<file path="config.mk">
export PLATFORM = sky130hd
export DESIGN_NAME = pipeline_ctrl
export DESIGN_NICKNAME = d
export VERILOG_FILES = /design/src/rtl/pipeline_pkg.sv /design/src/rtl/forward_unit.sv /design/src/rtl/pipeline_ctrl.sv
export SDC_FILE = /design/constraint.sdc
export NUM_CORES = 1
export LEC_CHECK = 0
export CELL_PAD_IN_SITES_DETAIL_PLACEMENT = 0
export CELL_PAD_IN_SITES_GLOBAL_PLACEMENT = 2
export CORE_MARGIN = 2
export CORE_UTILIZATION = 28
export CTS_BUF_LIST = sky130_fd_sc_hd__clkbuf_16
export DETAILED_ROUTE_END_ITERATION = 8
export GPL_TIMING_DRIVEN = 0
export PLACE_DENSITY_LB_ADDON = 0.1
export SLEW_MARGIN = 25
export SYNTH_ARGS = -nofsm -noshare
export SYNTH_HDL_FRONTEND = slang
export SYNTH_SLANG_ARGS = --single-unit
</file>
<file path="constraint.sdc">
create_clock -name clk -period 2.6 [get_ports clk]
set_clock_uncertainty 0.15 [all_clocks]
set_input_delay 0.52 -clock clk [delete_from_list [all_inputs] [get_ports clk]]
set_output_delay 0.52 -clock clk [all_outputs]
set_load 0.01 [all_outputs]
</file>
<file path="src/rtl/pipeline_pkg.sv">
// Shared types and encodings for the RV32 5-stage pipeline hazard controller.
package pipeline_pkg;

  typedef enum logic [1:0] {
    RUN       = 2'd0,
    MDIV_WAIT = 2'd1,
    DMEM_WAIT = 2'd2
  } ctrl_state_e;

  localparam logic [1:0] FWD_RF = 2'b00;
  localparam logic [1:0] FWD_W  = 2'b01;
  localparam logic [1:0] FWD_M  = 2'b10;

  localparam logic [1:0] RESULT_SRC_LOAD = 2'b01;

endpackage

</file>
<file path="src/rtl/forward_unit.sv">
// Execute-stage operand forwarding select for one source operand.
// Memory-stage results beat writeback results; x0 is never forwarded.
module forward_unit
  import pipeline_pkg::*;
#(
  parameter int REG_FILE_ADDRESS_WIDTH = 5
) (
  input  logic [REG_FILE_ADDRESS_WIDTH-1:0] rs,
  input  logic [REG_FILE_ADDRESS_WIDTH-1:0] rd_m,
  input  logic                              reg_write_m,
  input  logic [REG_FILE_ADDRESS_WIDTH-1:0] rd_w,
  input  logic                              reg_write_w,
  output logic [1:0]                        fwd
);

  always_comb begin
    // NOTE: default assigned first so every path drives fwd and no latch is inferred.
    fwd = FWD_RF;
    if (reg_write_m && (rd_m != '0) && (rd_m == rs)) begin
      fwd = FWD_M;
    end else if (reg_write_w && (rd_w != '0) && (rd_w == rs)) begin
      fwd = FWD_W;
    end
  end

endmodule

</file>
<file path="src/rtl/pipeline_ctrl.sv">
// Hazard/sequencing controller: per-stage stall/flush, operand forwarding,
// mul/div and data-memory wait sequencing with a mul/div watchdog.
module pipeline_ctrl
  import pipeline_pkg::*;
#(
  parameter int REG_FILE_ADDRESS_WIDTH = 5,
  parameter int MDIV_TIMEOUT           = 64,
  parameter int CNT_WIDTH              = 32
) (
  input  logic                              clk,
  input  logic                              rst_n,
  input  logic [REG_FILE_ADDRESS_WIDTH-1:0] Rs1D,
  input  logic [REG_FILE_ADDRESS_WIDTH-1:0] Rs2D,
  input  logic [REG_FILE_ADDRESS_WIDTH-1:0] Rs1E,
  input  logic [REG_FILE_ADDRESS_WIDTH-1:0] Rs2E,
  input  logic [REG_FILE_ADDRESS_WIDTH-1:0] RdE,
  input  logic [1:0]                        ResultSrcE,
  input  logic                              PCSrcE,
  input  logic                              MulDivStartE,
  input  logic                              MulDivDoneE,
  input  logic [REG_FILE_ADDRESS_WIDTH-1:0] RdM,
  input  logic                              RegWriteM,
  input  logic                              MemAccessM,
  input  logic                              DmemReadyM,
  input  logic                              ImemReadyF,
  input  logic [REG_FILE_ADDRESS_WIDTH-1:0] RdW,
  input  logic                              RegWriteW,
  output logic                              StallF,
  output logic                              StallD,
  output logic                              StallE,
  output logic                              StallM,
  output logic                              FlushD,
  output logic                              FlushE,
  output logic                              FlushM,
  output logic                              FlushW,
  output logic [1:0]                        ForwardAE,
  output logic [1:0]                        ForwardBE,
  output logic                              MdTimeout,
  output logic [CNT_WIDTH-1:0]              StallCycles
);

  localparam int TIMER_W = $clog2(MDIV_TIMEOUT + 1);
  localparam logic [TIMER_W-1:0] TIMER_LAST = TIMER_W'(MDIV_TIMEOUT - 1);

  ctrl_state_e        state, state_next;
  logic [TIMER_W-1:0] timer, timer_next;
  logic [1:0]         fwd_a, fwd_b;

  logic dmem_wait, md_pending, timeout_now, md_busy, lw_stall, imem_wait;

  forward_unit #(.REG_FILE_ADDRESS_WIDTH(REG_FILE_ADDRESS_WIDTH)) u_fwd_a (
    .rs(Rs1E), .rd_m(RdM), .reg_write_m(RegWriteM), .rd_w(RdW), .reg_write_w(RegWriteW), .fwd(fwd_a)
  );

  forward_unit #(.REG_FILE_ADDRESS_WIDTH(REG_FILE_ADDRESS_WIDTH)) u_fwd_b (
    .rs(Rs2E), .rd_m(RdM), .reg_write_m(RegWriteM), .rd_w(RdW), .reg_write_w(RegWriteW), .fwd(fwd_b)
  );

  assign ForwardAE = rst_n ? fwd_a : FWD_RF;
  assign ForwardBE = rst_n ? fwd_b : FWD_RF;

  assign dmem_wait   = MemAccessM && !DmemReadyM;
  assign md_pending  = MulDivStartE && !MulDivDoneE;
  assign timeout_now = (state == MDIV_WAIT) && (timer == TIMER_LAST);
  assign md_busy     = (MulDivStartE || (state == MDIV_WAIT)) && !MulDivDoneE && !timeout_now;
  assign lw_stall    = (ResultSrcE == RESULT_SRC_LOAD) && (RdE != '0) && ((RdE == Rs1D) || (RdE == Rs2D));
  assign imem_wait   = !ImemReadyF;

  // Priority encoder: exactly one hazard class acts per cycle, so a flush
  // never lands on a stage that is being held.
  always_comb begin
    {StallF, StallD, StallE, StallM} = '0;
    {FlushD, FlushE, FlushM, FlushW} = '0;
    if (!rst_n) begin
      {FlushD, FlushE, FlushM, FlushW} = '1;
    end else if (dmem_wait) begin
      {StallF, StallD, StallE, StallM} = '1;
      FlushW = 1'b1;
    end else if (md_busy) begin
      {StallF, StallD, StallE} = '1;
      FlushM = 1'b1;
    end else if (PCSrcE) begin
      FlushD = 1'b1;
      FlushE = 1'b1;
    end else if (lw_stall) begin
      StallF = 1'b1;
      StallD = 1'b1;
      FlushE = 1'b1;
    end else if (imem_wait) begin
      StallF = 1'b1;
      FlushD = 1'b1;
    end
  end

  always_comb begin
    state_next = state;
    unique case (state)
      RUN: begin
        if (dmem_wait)       state_next = DMEM_WAIT;
        else if (md_pending) state_next = MDIV_WAIT;
      end
      MDIV_WAIT: begin
        if (dmem_wait)                       state_next = DMEM_WAIT;
        else if (MulDivDoneE || timeout_now) state_next = RUN;
      end
      DMEM_WAIT: begin
        if (!dmem_wait) state_next = md_pending ? MDIV_WAIT : RUN;
      end
      default: state_next = RUN;
    endcase
  end

  // The watchdog timer survives a data-memory wait that interrupts a mul/div
  // so the total mul/div time stays bounded; it clears once back in RUN.
  always_comb begin
    timer_next = '0;
    unique case (state)
      MDIV_WAIT: begin
        if (state_next == MDIV_WAIT)      timer_next = timer + TIMER_W'(1);
        else if (state_next == DMEM_WAIT) timer_next = timer;
      end
      DMEM_WAIT: begin
        if (state_next != RUN) timer_next = timer;
      end
      default: timer_next = '0;
    endcase
  end

  // NOTE: sequential state uses non-blocking assignments only, so every
  // register samples pre-edge values regardless of statement order.
  always_ff @(posedge clk or negedge rst_n) begin
    if (!rst_n) begin
      state       <= RUN;
      timer       <= '0;
      MdTimeout   <= 1'b0;
      StallCycles <= '0;
    end else begin
      state <= state_next;
      timer <= timer_next;
      if (timeout_now) MdTimeout <= 1'b1;
      if (StallF && (StallCycles != '1)) StallCycles <= StallCycles + CNT_WIDTH'(1);
    end
  end

endmodule

</file>
# Word-level counts from Yosys, hierarchy flattened
# Cells that the tools add are included.
# W data, S select, Z words.
[word_totals] ff_bits=42 latchBits=0 mem_bits_rw=0 rom_bits=0 inputBits=47 output_inout_bits=45 elab_cells=92 n_memories=0
[classes] addsub=2 multipliers=0 n_div=0 n_lt_le_gt_ge=0 n_eq_ne=15 shift=0 muxes=45 n_bitwise=0 n_reduce_logical=26
[op_table] cell="$add A32 B1 Y32 const B" n=1
[op_table] cell="$ne A32 B32 Y1 const B" n=1
[op_table] cell="$mux W1" n=31
[op_table] cell="$eq A5 B5 Y1" n=6
[op_table] cell="$mux W7" n=3
[op_table] cell="$mux W2" n=9
[op_table] cell="$reduce_bool A5 Y1" n=3
[op_table] cell="$logic_and A1 B1 Y1" n=14
[op_table] cell="$pmux W7 S2" n=1
[op_table] cell="$add A7 B1 Y7 const B" n=1
[op_table] cell="$eq A7 B6 Y1 const B" n=1
[op_table] cell="$eq A2 B1 Y1 const B" n=3
[op_table] cell="$pmux W2 S3" n=1
[op_table] cell="$eq A2 B2 Y1 const B" n=2
[op_table] cell="$logic_not A1 Y1" n=3
[op_table] cell="$logic_or A1 B1 Y1" n=3
[op_table] cell="$ne A3 B3 Y1 const B" n=1
[op_table] cell="$logic_not A2 Y1" n=1
[op_table] cell="$ne A2 B2 Y1 const B" n=1
[op_table] cell="$reduce_and A2 Y1" n=1
[op_table] cell="$reduce_bool A2 Y1" n=1

# Logic depth before layout (Yosys ltp)
# Gate-level depths: netlist of the first run.
[logic_depth] depth_word=10 ltp_mapped=9 depth_no_buf=8

# Modules after synthesis
# A second synthesis of the first run with hierarchy kept.
[hier_totals] cells_unflattened=275 hier_area_um2=2641.3
[by_module_without_submodules] module="pipeline_ctrl" instances=1 cells_per_inst=235 area_per_inst_um2=2338.5 seq_area_each_um2=1051.0
[by_module_without_submodules] module="forward_unit" instances=2 cells_per_inst=20 area_per_inst_um2=151.4 seq_area_each_um2=0.0

# Worst setup path after synthesis of the first run
# OpenSTA, ideal clock, no wires.
[synth_path] path_type="input -> output" from="input port RdE[1]" to="output port StallF" t_arrival_ps=1771 required_time_ps=1930 setup_slack_ps=159 path_stages=6 path_buffers=1 path_cell_list="or4_1 o21ai_2 o21ai_2 a21oi_4 buf_4 inv_1"
[synth_between] elab_chain_len=8 word_cells_on_any_way=11 cone_classes="eq/ne (2); mux (5); reduce/logical (4)"
[synth_rtl] item="from (decl)" line_no="pipeline_ctrl.sv:16" source="input logic [REG_FILE_ADDRESS_WIDTH-1:0] RdE,"
[synth_rtl] item="$eq A5 B5 Y1 or $reduce_bool A5 Y1 (tied branches)" line_no="pipeline_ctrl.sv:66" source="assign lw_stall = (ResultSrcE == RESULT_SRC_LOAD) && (RdE != '0) && ((RdE == Rs1D) || (RdE == Rs2D));"
[synth_rtl] item="$logic_or A1 B1 Y1 or $logic_and A1 B1 Y1 (tied branches)" line_no="pipeline_ctrl.sv:66"
[synth_rtl] item="$logic_and A1 B1 Y1 (*)" line_no="pipeline_ctrl.sv:66"
[synth_rtl] item="$mux W1 (*)" line_no="pipeline_ctrl.sv:85" source="end else if (lw_stall) begin"
[synth_rtl] item="$mux W1 (*)" line_no="pipeline_ctrl.sv:82" source="end else if (PCSrcE) begin"
[synth_rtl] item="$mux W1 (*)" line_no="pipeline_ctrl.sv:79" source="end else if (md_busy) begin"
[synth_rtl] item="$mux W1 (*)" line_no="pipeline_ctrl.sv:76" source="end else if (dmem_wait) begin"
[synth_rtl] item="$mux W1 (*)" line_no="pipeline_ctrl.sv:74" source="if (!rst_n) begin"
[synth_rtl] item="to (decl)" line_no="pipeline_ctrl.sv:28" source="output logic StallF,"
# Every way passes the cells marked *; elsewhere a longest branch is shown, timed or not.

# Worst setup path after layout of the first run
[layout_path] from="input port RdE[4]" to="output port FlushD"
[layout_between] elab_chain_len=8 word_cells_on_any_way=11 cone_classes="eq/ne (2); mux (5); reduce/logical (4)"
[layout_rtl] item="$eq A5 B5 Y1 or $reduce_bool A5 Y1 (tied branches)" line_no="pipeline_ctrl.sv:66"
[layout_rtl] item="$logic_or A1 B1 Y1 or $logic_and A1 B1 Y1 (tied branches)" line_no="pipeline_ctrl.sv:66"
[layout_rtl] item="$logic_and A1 B1 Y1 (*)" line_no="pipeline_ctrl.sv:66"
[layout_rtl] item="$mux W1 (*)" line_no="pipeline_ctrl.sv:85"
[layout_rtl] item="$mux W1 (*)" line_no="pipeline_ctrl.sv:82"
[layout_rtl] item="$mux W1 (*)" line_no="pipeline_ctrl.sv:79"
[layout_rtl] item="$mux W1 (*)" line_no="pipeline_ctrl.sv:76"
[layout_rtl] item="$mux W1 (*)" line_no="pipeline_ctrl.sv:74"
[layout_rtl] item="to (decl)" line_no="pipeline_ctrl.sv:32" source="output logic FlushD,"
# Marked as above.

==> flow_summary.yaml, run 1 <==
synthesis:
  seq_area_frac_synth_pct: 38.5
  synth_edf_count: 0
  synth-xor-area-share_pct: 19.9
  yosys.area_share.simple_pct: 30.7
  avgSynthCellArea_um2: 10.1
  yosys.area_share.adder_pct: 0.917
  synthesis.nets: 318
  synthCells: 269
  synth_top_cell_by_area: "dfrtp_1"
  netlist_area_um2: 2730
  ys_ff_latch: 42
  ys.flop_type: "dfrtp_1"
  synth-compound-area-share_pct: 6.92
  synth_top_family_by_area: "simple AND/OR/NAND/NOR gates"
  synthTopCellsByArea: "dfrtp_1 (38%), xor2_1 (17%), nor4_2 (4.6%)"
  ys_async_sr_fraction_pct: 100
  post-synth-top-area-fraction_pct: 38.5
  muxShareOfSynthArea_pct: 0.550
  synth_warnings: 0
  ys_types: 48
worst_setup_path:
  rrSetupSlack_ns: 0.23
  critPathKind: "input pin to output port"
  crit_chain: "buf_8 -> or4_4 -> o21ai_4 -> buf_6 -> nor3_2 -> o21a_1 -> a21oi_1 -> buf_2"
  worst-r2r-cell-count: 8
  r2r_end: "StallCycles[11]$_DFFE_PN0P_"
  cp-end-kind: "output port"
  worstPathMaxFanout: 2
  crit_slowest_cell: "or4_4"
  arrival_ns: 1.93
  required_ns: 1.93
  worstSetupStartpointType: "input pin"
  r2r_start: "StallCycles[0]$_DFFE_PN0P_"
  cpPeakStageDelay_ns: 0.54
die:
  dieArea_um2: 10600
  core-area_um2: 9640
  ios: 92
  die_h_um: 103
  fp-row-count: 36
  die_x_um: 103
  initial_core_util_pct: 28.3
cells_and_area:
  regArea_um2: 1050
  antenna_cells: 0
  final_nets: 432
  final_common_cell: "xor2_1"
  final_cell_mix: "xor2_1 (52), clkdlybuf4s50_1 (48), dfrtp_1 (42)"
  final_core_util_pct: 43.7
  fill_cells: 995
  synthToLayoutAreaGrowth_pct: 54.4
  drive_above_1_share_pct: 24.3
  multiInputGateArea_um2: 1750
  fin_cells: 516
sta:
  fin_hold_ws_ns: 0.122
  period_needed_ns: 2.60
  relSlewSlack_pct: 50.7
  finalCritPeriodShare_pct: 100
  hold_violations: 0
  rsz0062_at_grt: "true"
  fmax_mhz: 385
  slew_violations: 0
  setup_viol: 0
  tightest_slew_ns: 0.738
detailed_routing:
  avgViaCountPerCell: 4.58
  vias: 2361
  drtIter0Drc: 33
  drc: 0
  wl_per_cell_um: 14.8
  dr.pass1.iters: 5
  wirelength_um: 7640
  ant_nets: 0
power:
  leakagePower_nw: 1.84
  ir_drop_v: 0.000329
  power.density_nw_per_um2: 516
status:
  outcome: "complete, no violations"
global_routing:
  grt_max_degree: 17
  overflow: 0
  antenna_found_initial: 0
  grt_pass1_vias: 2406
  grt_pass1_wl_um: 12300
  grt.total_usage_pct: 14.9
clock_network:
  numCtsBuffers: 5
  cts_tree: "done"
  htree_num_levels: 2
  clk_pin_slew_worst_paths_ns: 0.06
  worstSkewPairLatency_ns: 0.28
  clock_path_buffers: 2
  root_buffer: "clkbuf_16"
  cts.sinks: 42
worst_hold_path:
  min_path_type: "input pin to asynchronous set/reset pin"
place:
  dp_hpwl_um: 5570
  io_buffers: 91
  gp_congestion: 0.711
  dp_cells: 494
job:
  cap_violations: 0
-- worst max-delay path, delay by kind of cell --
kind / cells / cell delay (ns)
AOI/OAI and AO/OA: 3 / 0.47
buffers and inverters: 3 / 0.36
and+or+nand+nor: 2 / 0.57
-- kinds of logic (layout without fill, tap and decap cells) --
family,after synthesis,in the layout
simple gates,124,124
xor+xnor,62,62
flops,42,42
compound gates,26,26
buf+inv,12,126
fa+ha+maj,2,2
mux,1,1
-- how the worst max path moves through the flow --
stage                                   from  cells after the start            to
after floorplan                       RdE[1]                      6        StallF
after global placement                 rst_n                      6  ForwardAE[0]
after detailed placement               rst_n                      7  ForwardAE[0]
after CTS                          RegWriteW                      5  ForwardAE[0]
after global routing      state[1]$_DFF_PN0_                      8        StallF
final                                 RdE[4]                      8        FlushD
-- routing by layer --
layer / share of wire [%] / global-route usage [%] / vias to the layer above
met5: 0 / 0 / -
met4: 0.46 / 2.13 / 0
met3: 4.2 / 3.80 / 2
met2: 50 / 25.9 / 55
met1: 45 / 19.3 / 1130
li1: - / - / 1174
-- timing repair --
item / CTS / global route
hold buffers: 1 / 0
pin swaps: 26 / 9
gates resized for setup: 115 / 18
cloned: 1 / 0
hold endpoints to repair: 16 / 0
setup buffers: 8 / 5
endpoints found under the setup margin: 34 / 19
-- cells in the mapped netlist (4+ instances only) --
cell,number
nor4b_2,4
and2_1,4
xor2_1,53
nor3_1,16
nor4_1,4
dfrtp_1,42
nand2b_1,6
nor2_1,13
nand3_1,18
or4_1,5
xnor2_1,9
inv_1,5
nand2_1,18
nor4_2,10
nor2b_1,5
nand4_1,4
o21ai_0,9
-- stage by stage --
step           setup WS, ns  cell area, um2  TNS [ns]  total power [mW]
3_5_place_dp          -1.21            3820    -17.14              1.47
3_3_place_gp          -2.62            3810    -94.38              1.46
6_report           0.000937            4210         0              2.18
2_1_floorplan         0.159            2730         0              1.10
4_1_cts              -0.186            4160    -0.239              2.20
5_1_grt             -0.0626            4210    -0.145              2.31
-- area by class of cell --
type                            instances  share of cell area, %
Inverter                                5                  0.445
Clock buffer                            5                   2.97
Sequential cell                        42                   24.9
Buffer                                  7                   1.51
Timing Repair Buffer                  107                   23.9
Tap cell                              133                   3.95
Clock inverter                          2                  0.802
Multi-Input combinational cell        215                   41.4
-- power by group --
part           total, mW  leakage (nW)  switching (mW)  internal (mW)
combinational      0.634          1.23           0.287          0.347
clock              0.693        0.0773           0.248          0.444
sequential         0.849         0.538           0.109          0.740
-- sequential cells by signal, summed over array words and instances (netlist names) --
signal       cells
state            2
MdTimeout        1
StallCycles     32
timer            7
(Power assumes the default switching activity.)
==> run 2, diff against run 1 <==
--- a/config.mk
+++ b/config.mk
@@ -5,11 +5,14 @@
 export SDC_FILE = /design/constraint.sdc
 export NUM_CORES = 1
 export LEC_CHECK = 0
+export CAP_MARGIN = 0
 export CELL_PAD_IN_SITES_DETAIL_PLACEMENT = 0
 export CELL_PAD_IN_SITES_GLOBAL_PLACEMENT = 2
+export CORE_ASPECT_RATIO = 1.2
 export CORE_MARGIN = 2
 export CORE_UTILIZATION = 28
 export CTS_BUF_LIST = sky130_fd_sc_hd__clkbuf_16
+export CTS_CLUSTER_DIAMETER = 40
 export DETAILED_ROUTE_END_ITERATION = 8
 export GPL_TIMING_DRIVEN = 0
 export PLACE_DENSITY_LB_ADDON = 0.1
==> flow_summary.yaml, run 2 (synthesized netlist as in run 1, its figures left out) <==
global_routing:
  grt_pass1_wl_um: 12700
  grt_max_degree: 22
  grt_pass1_vias: 2584
  antenna_found_initial: 0
  overflow: 0
  grt.total_usage_pct: 15.1
sta:
  finalCritPeriodShare_pct: 99.4
  fmax_mhz: 387
  setup_viol: 0
  fin_hold_ws_ns: 0.00417
  period_needed_ns: 2.58
  fin_tns_setup_ns: 0
  slew_violations: 0
  tightest_slew_ns: 0.506
  hold_violations: 0
  setup_slack_ns: 0.0169
  rsz0062_at_grt: "true"
  relSlewSlack_pct: 66.1
detailed_routing:
  drc: 0
  drtIter0Drc: 45
  wirelength_um: 7630
  wl_per_cell_um: 15.2
  ant_nets: 0
  dr.pass1.iters: 4
  avgViaCountPerCell: 4.73
  vias: 2368
cells_and_area:
  drive_above_1_share_pct: 24.3
  final_nets: 426
  largest-register: "StallCycles"
  antenna_cells: 0
  final_common_cell: "xor2_1"
  fill_cells: 952
  final_cell_mix: "xor2_1 (53), clkdlybuf4s50_1 (47), dfrtp_1 (42)"
  largest_register_ffs: 32
  synthToLayoutAreaGrowth_pct: 52.6
  reg.largest.list: "StallCycles (32), timer (7), state (2)"
clock_network:
  root_buffer: "clkbuf_16"
  htree_num_levels: 2
  clock_path_buffers: 2
  cts_tree: "done"
  worstSkewPairLatency_ns: 0.29
  clk_pin_slew_worst_paths_ns: 0.06
  cts.sinks: 42
  numCtsBuffers: 5
power:
  leakagePower_nw: 1.79
  ir_drop_v: 0.000238
  power.density_nw_per_um2: 509
worst_hold_path:
  min_path_type: "input pin to asynchronous set/reset pin"
place:
  gp_congestion: 0.725
  dp_hpwl_um: 5630
  io_buffers: 91
  dp_slack_ns: -1.05
die:
  fp-row-count: 39
  die_x_um: 94.1
  die_h_um: 112
  core-area_um2: 9520
  initial_core_util_pct: 28.7
  ios: 92
  dieArea_um2: 10600
worst_setup_path:
  critPathKind: "input pin to output port"
  arrival_ns: 1.91
  worstPathMaxFanout: 2
  required_ns: 1.93
  cp-end-kind: "output port"
  rrSetupSlack_ns: 0.25
  worstSetupStartpointType: "input pin"
job:
  cap_violations: 0
status:
  outcome: "complete, no violations"
-- run 2: changes by cell type in the layout (fill, tap and decap cells not counted), moves of 2 or more --
cell             delta
buf_4               -5
clkdlybuf4s15_1     +7
clkinvlp_4          +2
dlygate4sd2_1       -4
dlymetal6s2s_1      -2
-- run 2: through the flow --
stage	utilization (%)	power, mW	cell area [um2]	cells
4_1_cts	43.5	2.14	4140	499
5_1_grt	43.8	2.23	4170	501
3_5_place_dp	39.9	1.46	3790	483
2_1_floorplan	-	1.10	2730	269
3_3_place_gp	39.9	1.46	3790	483
6_report	43.8	2.12	4170	501
-- run 2: cell type report --
class | instances | area, um2 | share of cell area [%]
Clock inverter | 3 | 23.8 | 0.571
Inverter | 5 | 18.8 | 0.451
Buffer | 7 | 77.6 | 1.86
Tap cell | 123 | 154 | 3.69
Timing Repair Buffer | 101 | 968 | 23.3
Multi-Input combinational cell | 215 | 1750 | 41.9
Sequential cell | 42 | 1050 | 25.2
Clock buffer | 5 | 125 | 3.00
-- run 2: repair_timing --
action | in CTS | in global routing
buffers inserted | 6 | 2
pin swaps | 25 | 10
hold buffers | 1 | 0
cloned | 1 | 0
setup endpoints to repair | 12 | 21
gates resized for setup | 125 | 19
hold endpoints to repair | 21 | 0
-- run 2: power breakdown --
group	leakage [nW]	internal [mW]	total [mW]	switching, mW
logic	1.18	0.348	0.631	0.282
registers	0.538	0.740	0.851	0.111
clock network	0.0664	0.359	0.637	0.277
total	1.79	1.45	2.12	0.671
-- run 2: path summary, 6_finish.rpt --
kind	startpoint	endpoint	cells past startpoint
setup / recovery	RdE[4]	StallF	9
setup reg to reg	StallCycles[0]$_DFFE_PN0P_	StallCycles[9]$_DFFE_PN0P_	8
max in group asynchronous	rst_n	StallCycles[6]$_DFFE_PN0P_	1
hold reg to reg	MdTimeout$_DFFE_PN0P_	MdTimeout$_DFFE_PN0P_	1
min in group clk	MdTimeout$_DFFE_PN0P_	MdTimeout$_DFFE_PN0P_	1
hold / removal	rst_n	StallCycles[12]$_DFFE_PN0P_	2
-- run 2: routing by layer --
layer	wire length [um]	share of wire (%)	global-route usage (%)	vias to the layer above
met4	49	0.64	3.48	0
met1	2990	39	17.5	1133
met3	360	4.7	2.68	4
li1	-	-	-	1167
met2	4230	55	28.4	64
met5	0	0	0	-
-- run 2: worst max-delay path, stage by stage --
cell	delay (ns)
buf_8	0.09
or4_4	0.54
o21ai_4	0.15
buf_4	0.13
o21ai_2	0.06
a21oi_4	0.15
buf_6	0.12
inv_2	0.03
buf_6	0.10
==> run 3, diff against run 2 <==
--- a/config.mk
+++ b/config.mk
@@ -14,9 +14,11 @@
 export CTS_BUF_LIST = sky130_fd_sc_hd__clkbuf_16
 export CTS_CLUSTER_DIAMETER = 40
 export DETAILED_ROUTE_END_ITERATION = 8
+export GPL_ROUTABILITY_DRIVEN = 0
 export GPL_TIMING_DRIVEN = 0
 export PLACE_DENSITY_LB_ADDON = 0.1
 export SLEW_MARGIN = 25
 export SYNTH_ARGS = -nofsm -noshare
 export SYNTH_HDL_FRONTEND = slang
 export SYNTH_SLANG_ARGS = --single-unit
+export TNS_END_PERCENT = 100
==> results of run 3 <==
The final DEF is identical to that of run 2; final timing and power are the same.
